$ cat config.mk
export PLATFORM = sky130hd
export DESIGN_NAME = ifetch
export DESIGN_NICKNAME = d
export VERILOG_FILES = /design/src/rtl/ifetch_pkg.sv /design/src/rtl/ifetch.sv
export SDC_FILE = /design/constraint.sdc
export NUM_CORES = 1
export LEC_CHECK = 0
export BUFFER_PORTS_ARGS = -buffer_cell sky130_fd_sc_hd__buf_2
export CAP_MARGIN = 20
export CORE_ASPECT_RATIO = 1.4
export CORE_UTILIZATION = 29
export CTS_CLUSTER_SIZE = 8
export DETAILED_ROUTE_END_ITERATION = 8
export PLACE_DENSITY_LB_ADDON = 0.25
export SETUP_SLACK_MARGIN = 0.15
export SYNTH_ARGS = -nofsm -noshare
export SYNTH_HDL_FRONTEND = slang
export SYNTH_SLANG_ARGS = --single-unit
$ cat constraint.sdc
create_clock -name clk -period 5.25 [get_ports clk]
set_input_delay 0.7875 -clock clk [delete_from_list [all_inputs] [get_ports clk]]
set_output_delay 0.7875 -clock clk [all_outputs]
set_load 0.02 [all_outputs]
$ cat src/rtl/ifetch_pkg.sv
// Shared fetch/decode definitions: FSM state encoding, NOP, reset PC, opcodes.
package ifetch_pkg;

  localparam int unsigned XLEN     = 32;
  localparam int unsigned OPC_W    = 7;

  localparam logic [XLEN-1:0] NOP_INSN         = 32'h0000_0013;
  localparam logic [XLEN-1:0] RESET_PC_DEFAULT = 32'h0000_0000;
  localparam logic [XLEN-1:0] PC_ALIGN_MASK    = 32'hFFFF_FFFC;
  localparam logic [XLEN-1:0] PC_STEP          = 32'd4;

  // RV32I major opcodes, shared with the decoder
  localparam logic [OPC_W-1:0] OPC_LUI      = 7'b0110111;
  localparam logic [OPC_W-1:0] OPC_AUIPC    = 7'b0010111;
  localparam logic [OPC_W-1:0] OPC_JAL      = 7'b1101111;
  localparam logic [OPC_W-1:0] OPC_JALR     = 7'b1100111;
  localparam logic [OPC_W-1:0] OPC_BRANCH   = 7'b1100011;
  localparam logic [OPC_W-1:0] OPC_LOAD     = 7'b0000011;
  localparam logic [OPC_W-1:0] OPC_STORE    = 7'b0100011;
  localparam logic [OPC_W-1:0] OPC_OP_IMM   = 7'b0010011;
  localparam logic [OPC_W-1:0] OPC_OP       = 7'b0110011;
  localparam logic [OPC_W-1:0] OPC_MISC_MEM = 7'b0001111;
  localparam logic [OPC_W-1:0] OPC_SYSTEM   = 7'b1110011;

  typedef enum logic [1:0] {
    ST_REQ  = 2'd0,
    ST_WAIT = 2'd1,
    ST_HOLD = 2'd2
  } fetch_state_e;

  // Force a PC onto a word boundary
  function automatic logic [XLEN-1:0] align_pc(input logic [XLEN-1:0] pc);
    return pc & PC_ALIGN_MASK;
  endfunction

  // Sequential successor; wraps modulo 2^32
  function automatic logic [XLEN-1:0] seq_pc(input logic [XLEN-1:0] pc);
    return XLEN'(pc + PC_STEP);
  endfunction

endpackage

$ cat src/rtl/ifetch.sv
// Instruction fetch: one outstanding imem request, single IR slot, redirect/kill handling.
module ifetch
  import ifetch_pkg::*;
#(
  parameter logic [31:0] RESET_PC = RESET_PC_DEFAULT
) (
  input  logic        clk,
  input  logic        rst_n,
  output logic        imem_req_valid,
  input  logic        imem_req_ready,
  output logic [31:0] imem_addr,
  input  logic        imem_rsp_valid,
  input  logic [31:0] imem_rdata,
  output logic        ir_valid,
  input  logic        ir_ready,
  output logic [31:0] IR,
  output logic [31:0] ir_pc,
  input  logic        redirect_valid,
  input  logic [31:0] redirect_pc
);

  localparam logic [XLEN-1:0] RESET_PC_ALIGNED = align_pc(RESET_PC);

  fetch_state_e    state_q, state_d;
  logic [XLEN-1:0] pc_q, pc_d;
  logic [XLEN-1:0] req_pc_q, req_pc_d;
  logic [XLEN-1:0] ir_q, ir_d;
  logic [XLEN-1:0] ir_pc_q, ir_pc_d;
  logic            kill_q, kill_d;
  logic            req_valid_q, req_valid_d;
  logic            ir_valid_q, ir_valid_d;
  logic [XLEN-1:0] redir_pc_c;

  assign redir_pc_c = align_pc(redirect_pc);

  // Next-state and datapath update for the REQ/WAIT/HOLD fetch loop
  always_comb begin
    state_d  = state_q;
    pc_d     = pc_q;
    req_pc_d = req_pc_q;
    ir_d     = ir_q;
    ir_pc_d  = ir_pc_q;
    kill_d   = kill_q;

    case (state_q)
      ST_REQ: begin
        if (redirect_valid) begin
          // redirect cancels any same-cycle handshake
          pc_d = redir_pc_c;
        end else if (req_valid_q && imem_req_ready) begin
          req_pc_d = pc_q;
          state_d  = ST_WAIT;
        end
      end
      ST_WAIT: begin
        if (imem_rsp_valid) begin
          kill_d = 1'b0;
          if (redirect_valid) begin
            pc_d    = redir_pc_c;
            state_d = ST_REQ;
          end else if (kill_q) begin
            // pc already holds the redirect target
            state_d = ST_REQ;
          end else begin
            ir_d    = imem_rdata;
            ir_pc_d = req_pc_q;
            pc_d    = seq_pc(req_pc_q);
            state_d = ST_HOLD;
          end
        end else if (redirect_valid) begin
          kill_d = 1'b1;
          pc_d   = redir_pc_c;
        end
      end
      ST_HOLD: begin
        if (redirect_valid) begin
          pc_d    = redir_pc_c;
          state_d = ST_REQ;
        end else if (ir_ready) begin
          state_d = ST_REQ;
        end
      end
      default: begin
        state_d = ST_REQ;
      end
    endcase

    req_valid_d = (state_d == ST_REQ);
    ir_valid_d  = (state_d == ST_HOLD);
  end

  // State and datapath registers
  always_ff @(posedge clk or negedge rst_n) begin
    if (!rst_n) begin
      state_q     <= ST_REQ;
      pc_q        <= RESET_PC_ALIGNED;
      req_pc_q    <= RESET_PC_ALIGNED;
      ir_q        <= NOP_INSN;
      ir_pc_q     <= RESET_PC_ALIGNED;
      kill_q      <= 1'b0;
      req_valid_q <= 1'b0;
      ir_valid_q  <= 1'b0;
    end else begin
      state_q     <= state_d;
      pc_q        <= pc_d;
      req_pc_q    <= req_pc_d;
      ir_q        <= ir_d;
      ir_pc_q     <= ir_pc_d;
      kill_q      <= kill_d;
      req_valid_q <= req_valid_d;
      ir_valid_q  <= ir_valid_d;
    end
  end

  assign imem_req_valid = req_valid_q;
  assign imem_addr      = pc_q;
  assign ir_valid       = ir_valid_q;
  assign IR             = ir_q;
  assign ir_pc          = ir_pc_q;

endmodule

==> flow_summary.json <==
{
  "status": "finished clean",
  "nFillCells": 2022,
  "drt-initial-drc-count": 146,
  "hp-class": "reg2reg",
  "drc": 0,
  "cts_made_buffers": 17,
  "antenna_found_initial": 1,
  "finalCriticalPeriod_ns": 2.68,
  "area_growth_pct": 28.7,
  "overflow": 0,
  "timing.fmax_mhz": 373,
  "diodes": 0,
  "endpoint_kind": "register",
  "min_period_over_period_pct": 51.1,
  "final_area_um2": 7480,
  "coreArea_um2": 19400,
  "max_stage_delay_ns": 0.57,
  "row_count": 60,
  "io_buffers": 165,
  "synth.most_common_cell": "nand2_1",
  "slew_headroom_pct": 35.6,
  "yosysSeqAreaShare_pct": 57.3,
  "crit_family": "buffers and inverters",
  "cp_slowest_cell": "nor3_4",
  "cts_tree": "built",
  "yosysWarningCount": 0,
  "grt_usage_pct": 16.2,
  "fp.dieArea_um2": 20600,
  "worstMarginPinSlew_ns": 0.959,
  "multi_input_area_um2": 2340,
  "postCtsSetupBuffers": 0,
  "routed_wl_um": 16000,
  "synth.largest_area_cell": "dfrtp_1",
  "grt_pass1_vias": 4745,
  "crit_arrival_ns": 3.02,
  "via_per_inst": 4.72,
  "cts_sinks": 133,
  "drt-pass1-iter-count": 4,
  "initial_core_util_pct": 29.9,
  "synth_commonest_cells": "nand2_1 (202), dfrtp_1 (130), mux2_2 (28)",
  "synth-main-ff-cell": "dfrtp_1",
  "hold_viol": 0,
  "gp_congestion": 0.729,
  "place_inst": 975,
  "final-seq-area_um2": 3330,
  "clock_latency_ns": 0.41,
  "max_cap_viol_count": 0,
  "pin_count": 168,
  "holdBufCountCts": 0,
  "grt_setup_unrepaired": "false",
  "vias": 4758,
  "async_flop_share_pct": 100,
  "dpl_cell_area_um2": 6890,
  "antenna_left": 0,
  "final_nets": 817,
  "finalSetupViolCount": 0,
  "synth-edff-count": 0,
  "setup_tns_ns": 0,
  "clock_path_buffers": 2,
  "netlist_top_cells_area": "dfrtp_1 (56%), nand2_1 (13%), mux2_2 (5.4%)",
  "syn_avg_cell_area_um2": 9.97,
  "hpwlAfterDp_um": 11000,
  "power_density_nw_per_um2": 575,
  "htreeDepth": 4,
  "die_w_um": 122,
  "wl_per_cell_um": 15.8,
  "cts-resized-gates": 0,
  "finalNonFillerCells": 1007,
  "synthesis.area_um2": 5810,
  "syn-num-nets": 654,
  "cp_data_required_time_ns": 5.59,
  "grt_first_pass_wirelength_um": 25500,
  "cp-start-kind": "input port",
  "critPathMaxFanout": 43,
  "critPathBufInv": 3,
  "worstPathCellList": "buf_2 -> nand2b_1 -> o21ai_0 -> buf_4 -> nor3_4 -> buf_4 -> nand2_1 -> nand2_1",
  "ys_seq_elements": 133,
  "ys_types": 49,
  "drive_above_1_share_pct": 32.3,
  "skew_ns": 0.00658,
  "slew_violations": 0,
  "cts_root_buffer": "clkbuf_16",
  "crit_type": "in2reg",
  "power_leakage_uw": 0.00367,
  "die_h_um": 170,
  "synth_top_area_share_pct": 56.0,
  "grt_max_degree": 99,
  "syn_inst": 583,
  "vdd_drop_max_mv": 0.207,
  "clk_pin_slew_ns": 0.05
}
[power breakdown]
part / internal, uW / total (uW) / switching, uW / leakage [uW]
Clock: 754 / 1170 / 420 / 0.000291
Combinational: 525 / 1350 / 825 / 0.00175
Sequential: 1430 / 1780 / 350 / 0.00162
Total: 2710 / 4310 / 1590 / 0.00367
[worst reg2reg max path, delay by kind of cell, from the launching register on]
kind | cells | cell delay (ns)
AND/OR/NAND/NOR | 2 | 0.58
buffers and inverters | 2 | 0.80
AO/OA/AOI/OAI | 2 | 0.39
flip-flops | 1 | 0.59
[cell type report]
| cell class | instances | share of cell area [%] |
|---|---|---|
| well taps | 248 | 4.15 |
| inverters | 4 | 0.201 |
| clock inverters | 2 | 0.468 |
| multi-input cells | 417 | 31.3 |
| clock buffers | 30 | 7.41 |
| flip-flops and latches | 133 | 44.5 |
| repair buffers | 173 | 11.9 |
[registers in the layout (all words and copies together), names as in the netlist]
register and count:
IR 32, imem_addr 32, imem_req_valid 1, ir_pc 32, ir_valid 1, kill_q 1, req_pc_q 32, state_q 2
[through the flow]
stage / util, % / total power [uW] / hold WS, ns / worst slack, ns
6_report: 38.5 / 4310 / 0.458 / 2.57
5_1_grt: 38.5 / 4600 / 0.480 / 2.39
4_1_cts: 38.5 / 4370 / 0.464 / 2.55
3_5_place_dp: 35.5 / 3170 / 0.454 / 2.10
3_3_place_gp: 35.5 / 3150 / 0.447 / 2.08
2_1_floorplan: - / 2640 / 0.458 / 3.22
[metal layers]
metal	GRT usage [%]	part of all wire [%]
met5	0	0.082
met4	4.94	1.1
met3	4.91	6.5
met2	28.6	49
met1	18.6	43
[layout by cell type, fill, tap and decap left out, types with 3 or more instances in the layout]
cell | synthesis | layout
a21oi_1 | 18 | 18
a22oi_1 | 20 | 20
and3_1 | 3 | 3
buf_2 | 11 | 164
buf_4 | 0 | 8
clkbuf_1 | 13 | 5
clkbuf_16 | 0 | 17
clkbuf_8 | 0 | 8
dfrtp_1 | 130 | 130
dfstp_2 | 3 | 3
inv_1 | 4 | 4
mux2_2 | 28 | 28
nand2_1 | 202 | 202
nand3_1 | 12 | 12
nand4_1 | 6 | 6
nor2_1 | 13 | 13
nor2b_1 | 3 | 3
nor3_1 | 6 | 6
o21ai_0 | 25 | 24
o21ai_1 | 7 | 8
o22ai_1 | 12 | 12
or2_2 | 3 | 3
xnor2_1 | 15 | 15
xor2_1 | 12 | 12
[path summary, 6_finish.rpt]
check | start | endpoint | slack [ns] | cells past startpoint
worst max-delay path | redirect_valid | IR[24] | 2.57 | 8
worst min-delay path | IR[0] | IR[0] | 0.46 | 2
worst max register to register | state_q[0] | imem_addr[24] | 2.74 | 6
worst min register to register | IR[0] | IR[0] | 0.46 | 2
max in group asynchronous | rst_n | kill_q | 3.74 | 2
min in group asynchronous | rst_n | IR[10] | 0.48 | 1
[cell families after synthesis]
group | synth area share, %
mux | 5.62
flops | 57.3
buf+inv | 2.50
xor+xnor | 4.07
simple gates | 21.1
compound gates | 9.17
fa+ha+maj | 0.215
Note: power is estimated with default switching activity, not from simulation.
